`src/rtl/time_keeper_pkg.sv`:
```
// time_keeper_pkg: time field widths, limits and the 12 h display mapping.
package time_keeper_pkg;
  localparam int TIME_W = 7;
  localparam logic [TIME_W-1:0] HH_MAX = 7'd23;
  localparam logic [TIME_W-1:0] MM_MAX = 7'd59;
  localparam logic [TIME_W-1:0] SS_MAX = 7'd59;
  localparam logic [TIME_W-1:0] HALF_DAY = 7'd12;
  function automatic logic [TIME_W-1:0] to_12h(input logic [TIME_W-1:0] h);
    return h == '0 ? HALF_DAY : h > HALF_DAY ? h - HALF_DAY : h;
  endfunction
endpackage

```
`src/rtl/time_keeper_tick_divider.sv`:
```
// tick_divider: divides the system clock into a one-cycle tick every PRESCALE
// running cycles; clear restarts the count from zero.
module tick_divider #(
  parameter int PRESCALE = 2000000,
  parameter int PS_W = 21
) (
  input  logic clk_2MHz,
  input  logic reset_n,
  input  logic run,
  input  logic clear,
  output logic tick
);
  localparam logic [PS_W-1:0] LAST = PS_W'(PRESCALE - 1);
  logic [PS_W-1:0] r_cnt;
  assign tick = run && r_cnt == LAST;
  always_ff @(posedge clk_2MHz or negedge reset_n)
    if (!reset_n) r_cnt <= '0;
    else if (clear) r_cnt <= '0;
    else if (run) r_cnt <= tick ? '0 : r_cnt + PS_W'(1);
endmodule

```
`src/rtl/time_keeper.sv`:
```
// time_keeper: HH:MM:SS time base with validated load and tick/wrap/error pulses.
// TIME_KEEPER_AP12_EN selects 12 h display output with PM flag.
module time_keeper
  import time_keeper_pkg::*;
#(
  parameter int PRESCALE = 2000000,
  parameter int PS_W = 21
) (
  input  logic              clk_2MHz,
  input  logic              reset_n,
  input  logic              load,
  input  logic [TIME_W-1:0] in_hh,
  input  logic [TIME_W-1:0] in_mm,
  input  logic [TIME_W-1:0] in_ss,
  input  logic              run,
  output logic [TIME_W-1:0] out_hh,
  output logic [TIME_W-1:0] out_mm,
  output logic [TIME_W-1:0] out_ss,
  output logic              sec_tick,
  output logic              day_wrap,
  output logic              load_err,
  output logic [TIME_W-1:0] disp_hh,
  output logic              disp_pm
);
  logic [TIME_W-1:0] r_hh, r_mm, r_ss;
  logic r_sec_tick, r_day_wrap, r_load_err;
  logic w_valid, w_ld, w_tick, w_adv, w_ss_wrap, w_mm_wrap, w_hh_wrap;
  assign w_valid = in_hh <= HH_MAX && in_mm <= MM_MAX && in_ss <= SS_MAX;
  assign w_ld = load && w_valid;
  assign w_adv = w_tick && !w_ld;
  assign w_ss_wrap = r_ss == SS_MAX;
  assign w_mm_wrap = r_mm == MM_MAX;
  assign w_hh_wrap = r_hh == HH_MAX;
  tick_divider #(.PRESCALE(PRESCALE), .PS_W(PS_W)) u_div (
    .clk_2MHz(clk_2MHz),
    .reset_n (reset_n),
    .run     (run),
    .clear   (w_ld),
    .tick    (w_tick)
  );
  always_ff @(posedge clk_2MHz or negedge reset_n)
    if (!reset_n) begin
      r_hh <= '0;
      r_mm <= '0;
      r_ss <= '0;
      r_sec_tick <= 1'b0;
      r_day_wrap <= 1'b0;
      r_load_err <= 1'b0;
    end else begin
      r_sec_tick <= w_adv;
      r_day_wrap <= w_adv && w_ss_wrap && w_mm_wrap && w_hh_wrap;
      r_load_err <= load && !w_valid;
      if (w_ld) begin
        r_hh <= in_hh;
        r_mm <= in_mm;
        r_ss <= in_ss;
      end else if (w_tick) begin
        r_ss <= w_ss_wrap ? '0 : r_ss + 7'd1;
        if (w_ss_wrap) r_mm <= w_mm_wrap ? '0 : r_mm + 7'd1;
        if (w_ss_wrap && w_mm_wrap) r_hh <= w_hh_wrap ? '0 : r_hh + 7'd1;
      end
    end
  assign out_hh = r_hh;
  assign out_mm = r_mm;
  assign out_ss = r_ss;
  assign sec_tick = r_sec_tick;
  assign day_wrap = r_day_wrap;
  assign load_err = r_load_err;
`ifdef TIME_KEEPER_AP12_EN
  assign disp_hh = to_12h(r_hh);
  assign disp_pm = r_hh >= HALF_DAY;
`else
  assign disp_hh = r_hh;
  assign disp_pm = 1'b0;
`endif
endmodule

```
`config.mk`:
```
export PLATFORM = sky130hd
export DESIGN_NAME = time_keeper
export DESIGN_NICKNAME = d
export VERILOG_FILES = /design/src/rtl/time_keeper_pkg.sv /design/src/rtl/time_keeper_tick_divider.sv /design/src/rtl/time_keeper.sv
export SDC_FILE = /design/constraint.sdc
export NUM_CORES = 1
export LEC_CHECK = 0
export ABC_AREA = 1
export CAP_MARGIN = 20
export CORE_ASPECT_RATIO = 1.5
export CORE_MARGIN = 3
export CORE_UTILIZATION = 57
export CTS_CLUSTER_SIZE = 10
export DETAILED_ROUTE_END_ITERATION = 8
export PLACE_DENSITY = 0.95
export RECOVER_POWER = 50
export SYNTH_ARGS = -nofsm -noshare
export SYNTH_HDL_FRONTEND = slang
export SYNTH_SLANG_ARGS = --single-unit
```
`constraint.sdc`:
```
create_clock -name clk_2MHz -period 3.9 [get_ports clk_2MHz]
set_input_delay 1.17 -clock clk_2MHz [delete_from_list [all_inputs] [get_ports clk_2MHz]]
set_output_delay 1.17 -clock clk_2MHz [all_outputs]
set_load 0.1 [all_outputs]
```
Yosys cells after proc, flatten, opt, wreduce, memory -nomap -nowiden
Cells that the tools add are included.

storage, ports and cells
  register bits after elaboration = 45
  input port bits = 25
  output and inout port bits = 32
  logic and storage cells = 50

cells by class
  add/sub/neg operators = 4
  order comparisons = 3
  equality and inequality tests = 4
  mux-type cells = 14
  reduce and logical (&&, ||, !) cells = 18

operator list
  operator                 count
  $mux W7                  11
  $mux W21                 3
  $add A21 B1 Y21 const B  1
  $add A7 B1 Y7 const B    3
  $eq A21 B21 Y1 const B   1
  $eq A7 B6 Y1 const B     2
  $le A7 B6 Y1 const B     2
  $logic_and A1 B1 Y1      10
  $reduce_bool A2 Y1       4
  $eq A7 B5 Y1 const B     1
  $le A7 B5 Y1 const B     1
  $reduce_and A2 Y1        2
  $logic_not A1 Y1         2

Logic depth before layout (Yosys ltp)
Gate-level depths: netlist of the first run.

  depth after elaboration = 9
  depth in mapped cells = 11
  mapped depth without buffers = 11

By module
Synthesis of the first run repeated with hierarchy kept, for this count alone.

unflattened totals
  cells, all modules = 438
  area total of the unflattened synthesis = 3065.4 um2

modules (own cells, without submodules)
  module        times used  cells an instance  area an instance (um2)  seq. area each (um2)
  time_keeper   1           247                1694.1                  600.6
  tick_divider  1           191                1371.3                  525.5

Worst setup path after synthesis of the first run
No wires, ideal clock.

  path kind = register -> output
  from = register r_hh[3], in the netlist disp_hh[3]
  to = output out_hh[3]
  data arrival time = 1.436 ns
  required time = 2.730 ns
  path slack = 1.294 ns
  stages on the path, launching flop included = 2
  buffers on the path = 1
  path through = dfrtp_1 > buf_4

RTL lines
  element                   line               source
  start: declaration        time_keeper.sv:25  logic [TIME_W-1:0] r_hh, r_mm, r_ss;
  start signal: assignment  time_keeper.sv:54  r_hh <= in_hh;
  start signal: assignment  time_keeper.sv:60  if (w_ss_wrap && w_mm_wrap) r_hh <= w_hh_wrap ? '0 : r_hh + 7'd1;
  end: declaration          time_keeper.sv:16  output logic [TIME_W-1:0] out_hh,

No word-level cell between the ends.

Worst setup path in the final report of the first run
  from = register r_load_err, in the netlist load_err
  to = output load_err

RTL lines
  element                   line               source
  start: declaration        time_keeper.sv:26  logic r_sec_tick, r_day_wrap, r_load_err;
  start signal: assignment  time_keeper.sv:52  r_load_err <= load && !w_valid;
  end: declaration          time_keeper.sv:21  output logic load_err,

No word-level cell between the ends.

==> results.rst, run 1 <==
.. list-table::
   :header-rows: 1

   * - Metric
     - Value
   * - VDD IR-drop max
     - 354.2 uV
   * - Post-synth top flop
     - sky130_fd_sc_hd__dfrtp_1
   * - Number of max-capacitance violations reported
     - 0
   * - PostCTS Resize Cnt
     - 0
   * - Placer congestion estimate
     - 0.9089
   * - Share of synthesized registers carrying an async set or reset
     - 100.0%
   * - Tmin final
     - 2994 ps
   * - Count of port buffers added during placement
     - 55
   * - Fraction of synthesized cell area in xor and xnor cells
     - 3.614%
   * - Fraction of final layout cells with drive strength greater than 1
     - 9.922%
   * - Arrival @ worst endpoint
     - 1820 ps
   * - DIE AREA
     - 6474 um^2
   * - Wire length of the first global-routing pass
     - 14.77 mm
   * - CTS Hold Buffers Added
     - 0
   * - Footprint of the flip-flops and latches
     - 1126 um^2
   * - Pwr/cell area
     - 400.0 nW/um^2
   * - Largest net degree at the start of global routing
     - 46
   * - Antenna violations before repair
     - 0
   * - Crit Path Class
     - reg -> out
   * - Mux contribution to synthesized area
     - 0%
   * - Worst Tran Pin Value
     - 1175 ps
   * - Total wirelength of the detailed-routed design
     - 8.703 mm
   * - Post-CTS setup repair buffer count
     - 0
   * - Total gr overflow
     - 0
   * - CTS Buffer Depth
     - 2
   * - H-tree level count
     - 2
   * - Number of endpoints failing setup at the final stage
     - 0
   * - Startpoint kind of the worst setup timing path
     - register
   * - Syn Inst Count
     - 466
   * - Worst path slowest cell
     - sky130_fd_sc_hd__clkdlybuf4s50_1
   * - Relative contribution of combinational cells to total power
     - 30.9%
   * - Clock tree from TritonCTS
     - built
   * - Iteration-0 DRC Markers
     - 327
   * - Clk network pwr share
     - 25.5%
   * - GRT Util Overall
     - 28.77%
   * - Synth Area per Inst
     - 6.761 um^2
   * - Area occupied by multi-input gates
     - 1755 um^2
   * - Unique masters post-synth
     - 31
   * - Post-route DRC
     - 0
   * - Max FO, Critical Path
     - 1
   * - Simple-gate area share of the yosys netlist
     - 47.34%
   * - CP cell instances
     - clkdlybuf4s50_1
   * - Starting density of the core
     - 60.07%
   * - Synthesis warning total
     - 0
   * - Critical Path RT
     - 2730 ps
   * - Number of enable flip-flop cells after synthesis
     - 0
   * - Cell family contributing the most delay on the critical path
     - buffers and inverters
   * - Fraction of the mapped netlist area in compound gates
     - 3.137%
   * - Post-detail-place hpwl
     - 6.609 mm
   * - Seq pwr share
     - 43.6%
   * - Per-cell via count in the routed design
     - 5.706
   * - Tightest slew margin relative to the limit
     - 21.99%
   * - Row count
     - 32
   * - Area growth from synthesis to layout
     - 16.76%
   * - Die Y
     - 97.06 um
   * - Cell area after synthesis
     - 3151 um^2
   * - Most frequent standard cell in the layout excluding fill and tap cells
     - sky130_fd_sc_hd__nand2_1
   * - Dominant combinational cell family by area after synthesis
     - simple AND/OR/NAND/NOR gates
   * - Final Hold Viols
     - 0
   * - Kind of capture point of the worst setup path
     - output port
   * - Total number of vias
     - 3321
   * - Post-route setup TNS
     - 0 ps
   * - Wire per inst
     - 14.95 um
   * - Vias in the first global route
     - 3280
   * - DR pass1 iterations
     - 5
   * - Clock transition time at the flip-flop clock pins of the worst setup and hold paths
     - 90 ps
   * - Post-route fraction of the period consumed by the critical path
     - 76.77%
   * - NumNets Final
     - 542
   * - Switch share
     - 41.59%
   * - Filler instances
     - 430
   * - RSZ-0062 raised after global routing
     - false
   * - Maximum operating frequency
     - 334.0 MHz
   * - CTS Sinks
     - 45
   * - Design internal power
     - 0.8595 mW
   * - Proportion of synthesized chip area in sequential cells
     - 35.74%
   * - Post-detailed-route count of antenna-violating nets
     - 0
   * - DIE WIDTH
     - 66.70 um
   * - Status
     - finished, final reports clean
   * - Crit path largest cell delay
     - 1160 ps
   * - Root buffer cell
     - sky130_fd_sc_hd__clkbuf_8
   * - Count of buffer and inverter cells on the critical path
     - 1
   * - Max Clock Skew
     - 4.987 ps
   * - CTS Buf Count
     - 5
   * - Clock latency reported for the late side of the worst-skew pair
     - 310 ps
   * - Total inserted antenna cells
     - 0
   * - Area share of fa/ha/maj cells after synthesis
     - 1.589%
   * - Leak Pwr
     - 1.869 nW
   * - Area inside the core boundary
     - 5245 um^2
   * - Switching component of the power
     - 0.6121 mW
   * - Syn_nets
     - 495
   * - Synth Register Bits
     - 45
   * - Path type of the worst min-delay path
     - reg -> reg
   * - Hold WS
     - 545.4 ps
   * - Top library cells by usage in the layout, fill and taps aside
     - sky130_fd_sc_hd__nand2_1 (181), sky130_fd_sc_hd__nor2_1 (56), sky130_fd_sc_hd__dfrtp_1 (45)
   * - Number of ports placed on the die boundary
     - 57
   * - Number of max-slew violations in the final report
     - 0
[flip-flops by register name, summed over array words and instances, names as in the netlist]
name	count
disp_hh	7
load_err	1
u_div.r_cnt	21
day_wrap	1
sec_tick	1
out_ss	7
out_mm	7
[routing by layer]
layer	track usage [%]	wire (um)	vias to the layer above
met5	0	0	-
met4	13.30	424	0
met3	4.282	467	45
met2	50.76	4604	162
li1	-	-	1567
met1	32.88	3207	1547
[worst reg2reg max path: cells and delay by family (launching register included)]
kind	cells	cell delay [ps]
AND/OR/NAND/NOR	8	980
flip-flops	1	400
adder cells (fa/ha/maj)	1	340
buffers and inverters	1	50
[cells by family after synthesis]
group | Yosys count
other cells | 1
simple gates | 330
fa+ha+maj | 4
flops | 45
xor+xnor | 13
buf+inv | 56
compound gates | 17
[synth_stat cells, drive strengths merged, types with 2 or more instances]
cell	count	area share, %
xor2	11	3.1
buf	16	3.7
xnor2	2	0.56
dfrtp	45	36
a21oi	8	1.3
nand3b	3	0.71
nand2	187	23
o21ai	8	1.6
nand4	22	4.6
inv	39	4.6
nand3	42	7.6
nor2	65	9.3
ha	4	1.6
nor3	11	1.7
[area by class of cell]
class	count	area share, %
inverters	39	3.980
clock buffers	7	2.347
repair buffers	57	12.21
flip-flops and latches	45	30.61
well taps	68	2.313
clock inverters	1	0.8163
multi-input cells	365	47.72
[final timing paths]
path                                       startpoint                    endpoint  slack [ps]  depth (start not counted)
setup / recovery                   load_err$_DFF_PN0_                    load_err         910                          1
hold / removal             u_div.r_cnt[0]$_DFFE_PN0P_  u_div.r_cnt[0]$_DFFE_PN0P_         550                          1
setup reg to reg           u_div.r_cnt[0]$_DFFE_PN0P_      disp_hh[3]$_DFFE_PN0P_        2030                         10
hold reg to reg            u_div.r_cnt[0]$_DFFE_PN0P_  u_div.r_cnt[0]$_DFFE_PN0P_         550                          1
max in group asynchronous                     reset_n      disp_hh[2]$_DFFE_PN0P_        2660                          2
min in group asynchronous                     reset_n  u_div.r_cnt[9]$_DFFE_PN0P_         710                          1
[stage by stage]
| stage | total power [mW] | worst slack, ps | util (%) | cell area (um^2) | cells |
|---|---|---|---|---|---|
| after CTS | 1.482 | 907.1 | 70.83 | 3715 | 581 |
| after detailed placement | 1.112 | 770.5 | 68.61 | 3598 | 573 |
| after global routing | 1.539 | 831.2 | 70.13 | 3679 | 582 |
| final | 1.472 | 905.9 | 70.13 | 3679 | 582 |
| after floorplan | 0.9702 | 1294 | - | 3151 | 466 |
| after global placement | 1.094 | 909.8 | 68.61 | 3598 | 573 |
[power by group through the flow]
stage | clock network [mW] | logic (mW) | registers (mW)
finish | 0.376 | 0.455 | 0.641
global route | 0.392 | 0.496 | 0.650
CTS | 0.377 | 0.467 | 0.638
detailed placement | 0 | 0.466 | 0.646
global placement | 0 | 0.452 | 0.642
floorplan | 0 | 0.192 | 0.778
No activity file was read; power rests on OpenSTA's default activity.
==> run 2, diff against run 1 <==
--- a/config.mk
+++ b/config.mk
@@ -9,10 +9,10 @@
 export CAP_MARGIN = 20
 export CORE_ASPECT_RATIO = 1.5
 export CORE_MARGIN = 3
-export CORE_UTILIZATION = 57
+export CORE_UTILIZATION = 48
 export CTS_CLUSTER_SIZE = 10
 export DETAILED_ROUTE_END_ITERATION = 8
-export PLACE_DENSITY = 0.95
+export PLACE_DENSITY = 0.87
 export RECOVER_POWER = 50
 export SYNTH_ARGS = -nofsm -noshare
 export SYNTH_HDL_FRONTEND = slang
==> constraint.sdc (replaced) <==
create_clock -name clk_2MHz -period 2.7 [get_ports clk_2MHz]
set_input_delay 0.81 -clock clk_2MHz [delete_from_list [all_inputs] [get_ports clk_2MHz]]
set_output_delay 0.81 -clock clk_2MHz [all_outputs]
set_load 0.1 [all_outputs]
==> run 2 against run 1 <==
  * Total power increased by 36%
  * Global-route usage fell by 6.2 points
  * Utilization shrank 11 points
  * Hold slack lost 17 ps
  * Largest power group unchanged
  * Highest routed layer unchanged
  * Combinational power up 43%
  * Sequential share of layout area hardly changed
==> results.rst, run 2 (synthesis results as in run 1) <==
.. list-table::
   :header-rows: 1

   * - Metric
     - Value
   * - Status
     - finished, final reports clean
   * - Total inserted antenna cells
     - 0
   * - Total wirelength of the detailed-routed design
     - 8.255 mm
   * - DIE AREA
     - 7592 um^2
   * - Area inside the core boundary
     - 6262 um^2
   * - H-tree level count
     - 2
   * - PnR worst setup slack
     - 369.3 ps
   * - Number of max-capacitance violations reported
     - 0
   * - Starting density of the core
     - 50.31%
   * - Wire length of the first global-routing pass
     - 13.84 mm
   * - Wire per inst
     - 13.94 um
   * - Total gr overflow
     - 0
   * - Cell family contributing the most delay on the critical path
     - buffers and inverters
   * - Maximum operating frequency
     - 429.1 MHz
   * - Clock tree from TritonCTS
     - built
   * - Max FO, Critical Path
     - 1
   * - RSZ-0062 raised after global routing
     - false
   * - Post-detailed-route count of antenna-violating nets
     - 0
   * - Clock latency reported for the late side of the worst-skew pair
     - 300 ps
   * - Row count
     - 35
   * - Number of flip-flops in the largest register
     - 21
   * - Number of ports placed on the die boundary
     - 57
   * - Leak Pwr
     - 1.911 nW
   * - Critical Path RT
     - 1890 ps
   * - Post-detail-place hpwl
     - 6.354 mm
   * - Number of endpoints failing setup at the final stage
     - 0
   * - Crit path largest cell delay
     - 870 ps
   * - DIE WIDTH
     - 72.15 um
   * - Vias in the first global route
     - 3112
   * - Tightest slew margin relative to the limit
     - 13.43%
   * - Worst R2R Start
     - u_div.r_cnt[0]$_DFFE_PN0P_
   * - Path type of the worst min-delay path
     - reg -> reg
   * - CTS Sinks
     - 45
   * - Worst path slowest cell
     - sky130_fd_sc_hd__clkbuf_1
   * - Most flops, register
     - u_div.r_cnt
   * - Pwr/cell area
     - 543.9 nW/um^2
   * - Die Y
     - 105.2 um
   * - Count of non-filler cells in the finished layout
     - 592
   * - Power after layout
     - 1.998 mW
   * - Post-route setup TNS
     - 0 ps
   * - Launch instance of the worst min-delay path
     - u_div.r_cnt[1]$_DFFE_PN0P_
   * - Kind of capture point of the worst setup path
     - output port
   * - Endpoint of the most critical register-to-register path
     - out_mm[1]$_DFFE_PN0P_
   * - Worst R2R Path Depth
     - 11
   * - Top library cells by usage in the layout, fill and taps aside
     - sky130_fd_sc_hd__nand2_1 (181), sky130_fd_sc_hd__nor2_1 (56), sky130_fd_sc_hd__dfrtp_1 (45)
   * - Root buffer cell
     - sky130_fd_sc_hd__clkbuf_8
   * - NumNets Final
     - 546
   * - PostCTS Resize Cnt
     - 0
   * - Hold WS
     - 528.2 ps
   * - CTS Buf Count
     - 5
   * - Largest net degree at the start of global routing
     - 24
   * - CTS Hold Buffers Added
     - 0
   * - Area growth from synthesis to layout
     - 16.60%
   * - Worst Tran Pin Value
     - 1298 ps
   * - Post-CTS setup repair buffer count
     - 0
   * - DR pass1 iterations
     - 6
   * - CTS Buffer Depth
     - 2
   * - Worst setup slack for register-to-register paths
     - 860 ps
   * - Antenna violations before repair
     - 0
   * - Post-route fraction of the period consumed by the critical path
     - 86.32%
   * - Placed instance count
     - 584
   * - Per-cell via count in the routed design
     - 5.439
   * - Tmin final
     - 2331 ps
   * - Count of port buffers added during placement
     - 55
   * - Cells on Worst Hold Path
     - 2
   * - Dpl ws
     - 161.0 ps
   * - Number of max-slew violations in the final report
     - 0
   * - Startpoint kind of the worst setup timing path
     - register
   * - CP cell instances
     - clkbuf_1
   * - Fraction of final layout cells with drive strength greater than 1
     - 13.32%
   * - Max Clock Skew
     - 12.04 ps
   * - Worst hold endpoint
     - u_div.r_cnt[1]$_DFFE_PN0P_
   * - Crit Path Class
     - reg -> out
   * - Count of buffer and inverter cells on the critical path
     - 1
   * - GRT Util Overall
     - 22.60%
   * - Most frequent standard cell in the layout excluding fill and tap cells
     - sky130_fd_sc_hd__nand2_1
   * - Total number of vias
     - 3220
   * - Iteration-0 DRC Markers
     - 258
   * - VDD IR-drop max
     - 551.4 uV
   * - Placer congestion estimate
     - 0.9656
   * - Clock transition time at the flip-flop clock pins of the worst setup and hold paths
     - 80 ps
   * - Post-route DRC
     - 0
   * - Arrival @ worst endpoint
     - 1520 ps
   * - Final Hold Viols
     - 0
==> run 2: cell types whose count changed in the layout (fill, tap and decap cells not counted), moves of 2 or more <==
cell,previous run,this run
sky130_fd_sc_hd__clkbuf_2,0,12
sky130_fd_sc_hd__clkbuf_1,16,5
sky130_fd_sc_hd__buf_4,15,22
sky130_fd_sc_hd__clkdlybuf4s50_1,26,23
sky130_fd_sc_hd__clkinv_2,0,2
==> run 2: metrics by stage <==
stage                     area, um^2  utilization, %
final                           3674           58.66
after global routing            3674           58.66
after CTS                       3731           59.58
after detailed placement        3649           58.26
after global placement          3649           58.26
after floorplan                 3151               -
==> run 2: layout make-up <==
cell class	count	area, um^2
multi-input combinational	365	1755
clock buffer	6	72.57
fill	615	2589
inverter	39	146.4
sequential	45	1126
clock inverter	2	10.01
timing repair buffer	61	470.5
tap	74	92.59
==> run 2: per-layer routing <==
layer	up-vias	part of all wire, %	global-route usage [%]
met1	1453	38	25.96
met4	0	3.8	10.89
li1	1578	-	-
met5	-	0	0
met2	155	52	39.77
met3	34	5.9	3.435
==> run 2: how the worst max path moves through the flow <==
| stage | start | endpoint | slack, ps | cells past startpoint |
|---|---|---|---|---|
| floorplan | disp_hh[3]$_DFFE_PN0P_ | out_hh[3] | 450 | 1 |
| global placement | in_ss[3] | disp_hh[4]$_DFFE_PN0P_ | 250 | 11 |
| detailed placement | in_hh[5] | disp_hh[1]$_DFFE_PN0P_ | 160 | 11 |
| CTS | in_hh[5] | disp_hh[1]$_DFFE_PN0P_ | 470 | 11 |
| global route | in_mm[5] | disp_hh[3]$_DFFE_PN0P_ | 230 | 11 |
| finish | day_wrap$_DFF_PN0_ | day_wrap | 370 | 1 |
==> run 2: where the power goes <==
group	total, mW	switching [mW]	leakage [nW]	internal [mW]
Combinational	0.652	0.480	1.27	0.172
Sequential	0.927	0.155	0.595	0.773
Clock	0.419	0.239	0.0450	0.180
